File: src/rtl/mc_price_aggregator.sv
// Multi-lane Monte Carlo payoff aggregator: merges per-core payoffs, stops at
// exactly 2**LOG2_PATHS samples and reports their floor average.
module mc_price_lane #(
    parameter int W  = 12,
    parameter int CW = 4,
    parameter int SW = 15
) (
    input  logic          valid,
    input  logic [W-1:0]  price,
    input  logic [CW-1:0] rem,
    input  logic [CW-1:0] taken_in,
    input  logic [SW-1:0] sum_in,
    output logic [CW-1:0] taken_out,
    output logic [SW-1:0] sum_out
);
    logic take;

    // Lower lanes have priority; a lane is taken only while the quota has room.
    assign take      = valid && (taken_in < rem);
    assign taken_out = taken_in + CW'(take);
    assign sum_out   = sum_in + (take ? SW'(price) : '0);
endmodule

module mc_price_aggregator #(
    parameter int W          = 12,
    parameter int NUM_CORES  = 4,
    parameter int LOG2_PATHS = 3
) (
    input  logic                   clk,
    input  logic                   rst_n,
    input  logic                   start,
    input  logic                   abort,
    input  logic [NUM_CORES-1:0]   core_valid,
    input  logic [NUM_CORES*W-1:0] core_price,
    output logic                   core_start,
    output logic                   busy,
    output logic [LOG2_PATHS:0]    path_cnt,
    output logic [W-1:0]           price,
    output logic                   valid
);
    localparam int CW = LOG2_PATHS + 1;
    localparam int SW = W + LOG2_PATHS;
    localparam logic [CW-1:0] PATHS = CW'(2 ** LOG2_PATHS);

    typedef enum logic {IDLE, RUN} state_t;

    state_t        state_q, state_d;
    logic [SW-1:0] sum_q, sum_d;
    logic [CW-1:0] cnt_q, cnt_d;
    logic [W-1:0]  price_q, price_d;
    logic          busy_q, busy_d;
    logic          core_start_q, core_start_d;
    logic          valid_q, valid_d;

    logic [CW-1:0] rem;
    logic [SW-1:0] sum_nx;
    logic [CW-1:0] cnt_nx;
    logic [NUM_CORES:0][CW-1:0] taken_chain;
    logic [NUM_CORES:0][SW-1:0] sum_chain;

    assign rem            = PATHS - cnt_q;
    assign taken_chain[0] = '0;
    assign sum_chain[0]   = '0;

    for (genvar i = 0; i < NUM_CORES; i++) begin : g_lane
        mc_price_lane #(.W(W), .CW(CW), .SW(SW)) u_lane (
            .valid     (core_valid[i]),
            .price     (core_price[i*W +: W]),
            .rem       (rem),
            .taken_in  (taken_chain[i]),
            .sum_in    (sum_chain[i]),
            .taken_out (taken_chain[i+1]),
            .sum_out   (sum_chain[i+1])
        );
    end

    assign sum_nx = sum_q + sum_chain[NUM_CORES];
    assign cnt_nx = cnt_q + taken_chain[NUM_CORES];

    always_comb begin
        state_d      = state_q;
        sum_d        = sum_q;
        cnt_d        = cnt_q;
        price_d      = price_q;
        busy_d       = busy_q;
        core_start_d = 1'b0;
        valid_d      = 1'b0;
        case (state_q)
            IDLE: begin
                if (start) begin
                    state_d      = RUN;
                    sum_d        = '0;
                    cnt_d        = '0;
                    busy_d       = 1'b1;
                    core_start_d = 1'b1;
                end
            end
            RUN: begin
                // Abort beats a completing sample: nothing from this cycle is kept.
                if (abort) begin
                    state_d = IDLE;
                    busy_d  = 1'b0;
                end else begin
                    sum_d = sum_nx;
                    cnt_d = cnt_nx;
                    if (cnt_nx == PATHS) begin
                        price_d = sum_nx[SW-1:LOG2_PATHS];
                        valid_d = 1'b1;
                        busy_d  = 1'b0;
                        state_d = IDLE;
                    end
                end
            end
            default: state_d = IDLE;
        endcase
    end

    always_ff @(posedge clk or negedge rst_n) begin
        if (!rst_n) begin
            state_q      <= IDLE;
            sum_q        <= '0;
            cnt_q        <= '0;
            price_q      <= '0;
            busy_q       <= 1'b0;
            core_start_q <= 1'b0;
            valid_q      <= 1'b0;
        end else begin
            state_q      <= state_d;
            sum_q        <= sum_d;
            cnt_q        <= cnt_d;
            price_q      <= price_d;
            busy_q       <= busy_d;
            core_start_q <= core_start_d;
            valid_q      <= valid_d;
        end
    end

    assign core_start = core_start_q;
    assign busy       = busy_q;
    assign path_cnt   = cnt_q;
    assign price      = price_q;
    assign valid      = valid_q;
endmodule

File: config.mk
export PLATFORM = sky130hd
export DESIGN_NAME = mc_price_aggregator
export DESIGN_NICKNAME = d
export VERILOG_FILES = /design/src/rtl/mc_price_aggregator.sv
export SDC_FILE = /design/constraint.sdc
export NUM_CORES = 1
export LEC_CHECK = 0
export CORE_ASPECT_RATIO = 1.1
export CORE_MARGIN = 2
export CORE_UTILIZATION = 25
export CTS_CLUSTER_SIZE = 20
export DETAILED_ROUTE_END_ITERATION = 8
export GPL_ROUTABILITY_DRIVEN = 0
export SLEW_MARGIN = 5
export SYNTH_ARGS = -nofsm -noshare
export SYNTH_HDL_FRONTEND = slang
export SYNTH_SLANG_ARGS = --single-unit
File: constraint.sdc
create_clock -name clk -period 17.1 [get_ports clk]
set_clock_uncertainty 0.15 [all_clocks]
set_input_delay 4.275 -clock clk [delete_from_list [all_inputs] [get_ports clk]]
set_output_delay 4.275 -clock clk [all_outputs]
set_load 0.005 [all_outputs]
# Word-level counts from Yosys, hierarchy flattened

Index checks and enable logic that the tools add are counted.

Mux-type cells: 22
Add/sub/neg operators: 9
Order comparisons: 4
Eq/ne operators: 4
Bitwise logic cells: 2
Reductions and logical operators: 7

Operators by type and width:

| operator              | count |
|---|---|
| $mux W12              | 4 |
| $add A15 B15 Y15      | 3 |
| $mux W15              | 2 |
| $pmux W15 S2          | 1 |
| $add A12 B15 Y15      | 1 |
| $mux W1               | 10 |
| $mux W4               | 2 |
| $pmux W4 S2           | 1 |
| $add A3 B1 Y4         | 1 |
| $add A4 B4 Y4         | 1 |
| $eq A4 B4 Y1 const B  | 1 |
| $logic_and A1 B1 Y1   | 4 |
| $lt A1 B4 Y1          | 1 |
| $lt A1 B4 Y1 const A  | 1 |
| $lt A2 B4 Y1          | 1 |
| $lt A3 B4 Y1          | 1 |
| $ne A2 B2 Y1 const B  | 2 |
| $pmux W1 S2           | 2 |
| $reduce_and A2 Y1     | 2 |
| $sub A4 B4 Y4 const A | 1 |
| $add A2 B1 Y3         | 1 |
| $ne A3 B2 Y1 const B  | 1 |
| $reduce_and A3 Y1     | 1 |
| $add A1 B1 Y2         | 1 |
| $not A1 Y1            | 2 |

Bits of input ports: 56
Logic and storage cells: 55
Bits in registers: 35
Output and inout port bits: 19

# Depth between registers and ports, before layout

Depth after elaboration: 17
Gate-level depth with buffers: 38
Gate-level depth less buffers: 35

# Cells and area by module

A second synthesis with hierarchy kept.

Cells, all modules: 672
Area total of the unflattened synthesis: 5,755.5 sq um

Modules (own cells, without submodules):

| module                                | seq. area each (sq um) | cells an instance | area each (sq um) | instances |
|---|---|---|---|---|
| mc_price_aggregator                   | 875.8                  | 194               | 2,159.6           | 1 |
| mc_price_lane at g_lane[1].u_lane ... | 0.0                    | 118               | 884.6             | 2 |
| mc_price_lane at g_lane[3].u_lane     | 0.0                    | 124               | 937.1             | 1 |
| mc_price_lane at g_lane[0].u_lane     | 0.0                    | 118               | 889.6             | 1 |

# Least setup slack after synthesis

Ideal clock, no wire load.

Path kind: input to register
From: input port core_valid[0]
To: register price_q[11] (netlist: price[11])
Data required time: 16.868 ns
Stages: 30
Library setup time: 0.082 ns
Path buffers: 3
Data arrival time: 10.771 ns
Slack: 6.097 ns
Cell sequence: a21boi_0 buf_2 ha_1 nor2b_1 nor2_1 nor2_1 o22ai_1 a21boi_0 clkbuf_1 inv_1 fa_1 inv_1 ha_1 nor2b_1 nor3_1 o21a_1 clkbuf_1 and2_1 fa_1 fa_1 inv_1 fa_1 inv_1 ha_1 a21o_1 a31oi_2 a21oi_2 o311a_1 or3_1 a31oi_1

Cells in the longest elaborated chain, start to end: 13
Elaborated cells on any way between the ends: 21
Those cells by class: 8 x add/sub; 3 x order compare; 1 x eq/ne; 4 x mux; 5 x reduce/logical

RTL lines:

| what                                                      | RTL line | RTL |
|---|---|---|
| start, declared                                           | 33       | `input logic [NUM_CORES-1:0] core_valid,` |
| $logic_and A1 B1 Y1 (*)                                   | 19       | `assign take = valid && (taken_in < rem);` |
| branches (longest 12 deep; another with $add A12 B15 Y15) | n/a      |  |
| end signal, assigned                                      | 131      | `price_q <= price_d;` |
| end, declared                                             | 50       | `logic [W-1:0] price_q, price_d;` |

Mark *: on every way between the ends.
A chain may end at the register's enable or synchronous reset.

# Final worst setup path

Same ends and word-level chain as after synthesis.

==> metrics <==
status finished clean; Worst Path Max Fanout 15; n_diodes 0; Setup crit start kind primary input; PortBufs 74; syn_nets 472; Root Driver clkbuf_16; DRT Pass-1 Iters 4; HP Class flop to flop; die span in y 126.8 µm; Mean Syn Cell Area just under 10 µm²; vias in the first global route 2966; register area share after synthesis roughly a quarter; detailed placer's ending HPWL around 7 mm; RSZ-0062 raised after global routing false; Max-Cap Viols 0; Final TNS setup 0 ns; fin util approximately a third; Final Max Tran Viols 0; Largest stage delay, worst path roughly 0.53 ns; Gate Count Post-Synth 351; final period utilization between 60% and 70%; final worst setup slack approximately 5.4 ns; remaining antenna violation count 0; count of different cell masters after synthesis ~40; Clock Latency Late Sink about 0.28 ns; cts bufs inserted 5; DRT iter0 DRCs ~110; H-Tree Depth 2; Top Ports 75; layout cell share with drive strength beyond 1 under 10%; DR WL/cell 14.48 µm; critical path data arrival time 11.73 ns; Num Clock Sinks 35; Fmax ~86 MHz; Total Wirelength slightly below 9 mm; most frequent cells in the layout clkdlybuf4s50_1 (74), inv_1 (57), fa_1 (38), and2_1 (36), dfrtp_1 (35); # DRC 0; top post-synthesis cells by area dfrtp_1 (26%), fa_1 (22%), ha_1 (9.9%); top cell type's share of synthesized area 25.57%; overflow left after global routing 0; Critical Path Sink Type flop; Area Overhead vs Synth 32.51%; Final nets roughly 550; synthesized area ~3400 µm²; post-CTS setup buffer count 0; Crit Path Class primary input to flop; Die Footprint between 10000 and 15000 µm²; via/cell ratio approximately 4.4; cts hold-fix bufs 0; Fill cells 1369; pin count of the biggest net entering global routing 36; most common cell after layout, fill and taps aside clkdlybuf4s50_1; Period minus WS final between 10 and 15 ns; Slew HR 59.24%; Max stage delay cell, worst path o21a_1; row count 44; worst endpoint required time ~17 ns; Setup Viol. Count Final 0; Initial Util around 26%; Setup WS pre-CTS about 5.0 ns; post-synthesis cell type with the largest combined area dfrtp_1; initial antenna violation count 0; WHS around 0.34 ns; Yosys warning count 0; worst-margin pin slew just over 0.6 ns; Core ar. 13270 µm²; global-route usage over all layers around an eighth; global-route wire length before repair around 15 mm; Post-CTS Resized 0; Worst-path clk slew 0.06 ns; CTS tree built; chip width around 120 µm; Longest Clk Path Bufs 2; Fin. Hold Viols 0; Seq cells post-synth 35; DR vias roughly 2700
-- routing by layer --
metal	routed length, µm	share of wire [%]	up-vias	global-route usage, %
li1	-	-	1305	-
met1	3967	45	1316	16.88
met2	4311	49	76	22.53
met3	542	6.1	5	2.628
met4	57	0.64	0	2.101
met5	0	0	-	0
-- area by class of cell --
cell class                      count  area (µm²)  area share [%]
Inverter                           57       214.0           4.713
Clock inverter                      2       12.51          0.2756
Sequential cell                    35       875.8           19.29
Timing Repair Buffer               79       778.2           17.14
Tap cell                          184       230.2           5.072
Multi-Input combinational cell    250        2300           50.66
Clock buffer                        6       128.9           2.839
-- flip-flops by register name (all words and copies together) (netlist names) --
register / cells
sum_q: 15
path_cnt: 4
state_q: 1
busy: 1
valid: 1
price: 12
core_start: 1
-- final timing paths --
check                                        startpoint               endpoint  slack [ns]  cells past startpoint
max in group asynchronous                         rst_n   sum_q[4]$_DFFE_PN0P_       12.19                      2
min in group asynchronous                         rst_n   price[7]$_DFFE_PN0P_        4.25                      2
worst max-delay path                      core_valid[0]  price[11]$_DFFE_PN0P_        5.42                     30
worst min-delay path              sum_q[14]$_DFFE_PN0P_  sum_q[14]$_DFFE_PN0P_        0.34                      1
worst min register to register    sum_q[14]$_DFFE_PN0P_  sum_q[14]$_DFFE_PN0P_        0.34                      1
worst max register to register  path_cnt[0]$_DFFE_PN0P_  price[11]$_DFFE_PN0P_        8.89                     32
-- logic make-up after synthesis --
family          after synthesis  synth area share, %
flops                        35                25.57
buf+inv                      66                7.305
simple gates                 96                14.50
fa+ha+maj                    65                32.07
mux                          10                3.287
compound gates               68                14.46
xor+xnor                     11                2.812
-- stage by stage --
step                      cells  instance area (µm²)
after floorplan             351                 3426
after global placement      605                 4398
after detailed placement    605                 4398
after CTS                   613                 4539
after global routing        613                 4539
final                       613                 4539
-- critical path: cells and delay by family --
family / cells / cell delay [ns]
buffers and inverters: 6 / 0.94
adder cells (fa/ha/maj): 7 / 2.83
AO/OA/AOI/OAI: 10 / 2.51
AND/OR/NAND/NOR: 7 / 1.14
-- Yosys cell counts --
cell,count
inv_1,57
fa_1,38
and2_1,36
dfrtp_1,35
nand2_1,30
ha_1,27
a22o_1,14
mux2_2,10
nor2_1,10
o21ai_0,10
a21oi_1,9
xnor2_1,9
a21o_1,7
clkbuf_1,7
o21a_1,6
nor2b_1,5
a21boi_0,3
nand3_1,3
o31ai_1,3
or3_1,3
a211oi_1,2
a31oi_1,2
and3_1,2
buf_2,2
nand2b_1,2
nand4_1,2
o41ai_1,2
xor2_1,2
a21oi_2,1
a311oi_1,1
a31o_2,1
a31oi_2,1
a32o_1,1
and2_0,1
nand3b_1,1
nor3_1,1
o2111ai_1,1
o211ai_1,1
o22ai_1,1
o311a_1,1
o311ai_0,1
Power is not shown: default switching activity piles up to over one toggle a cycle in this logic, so the estimate is an artifact.
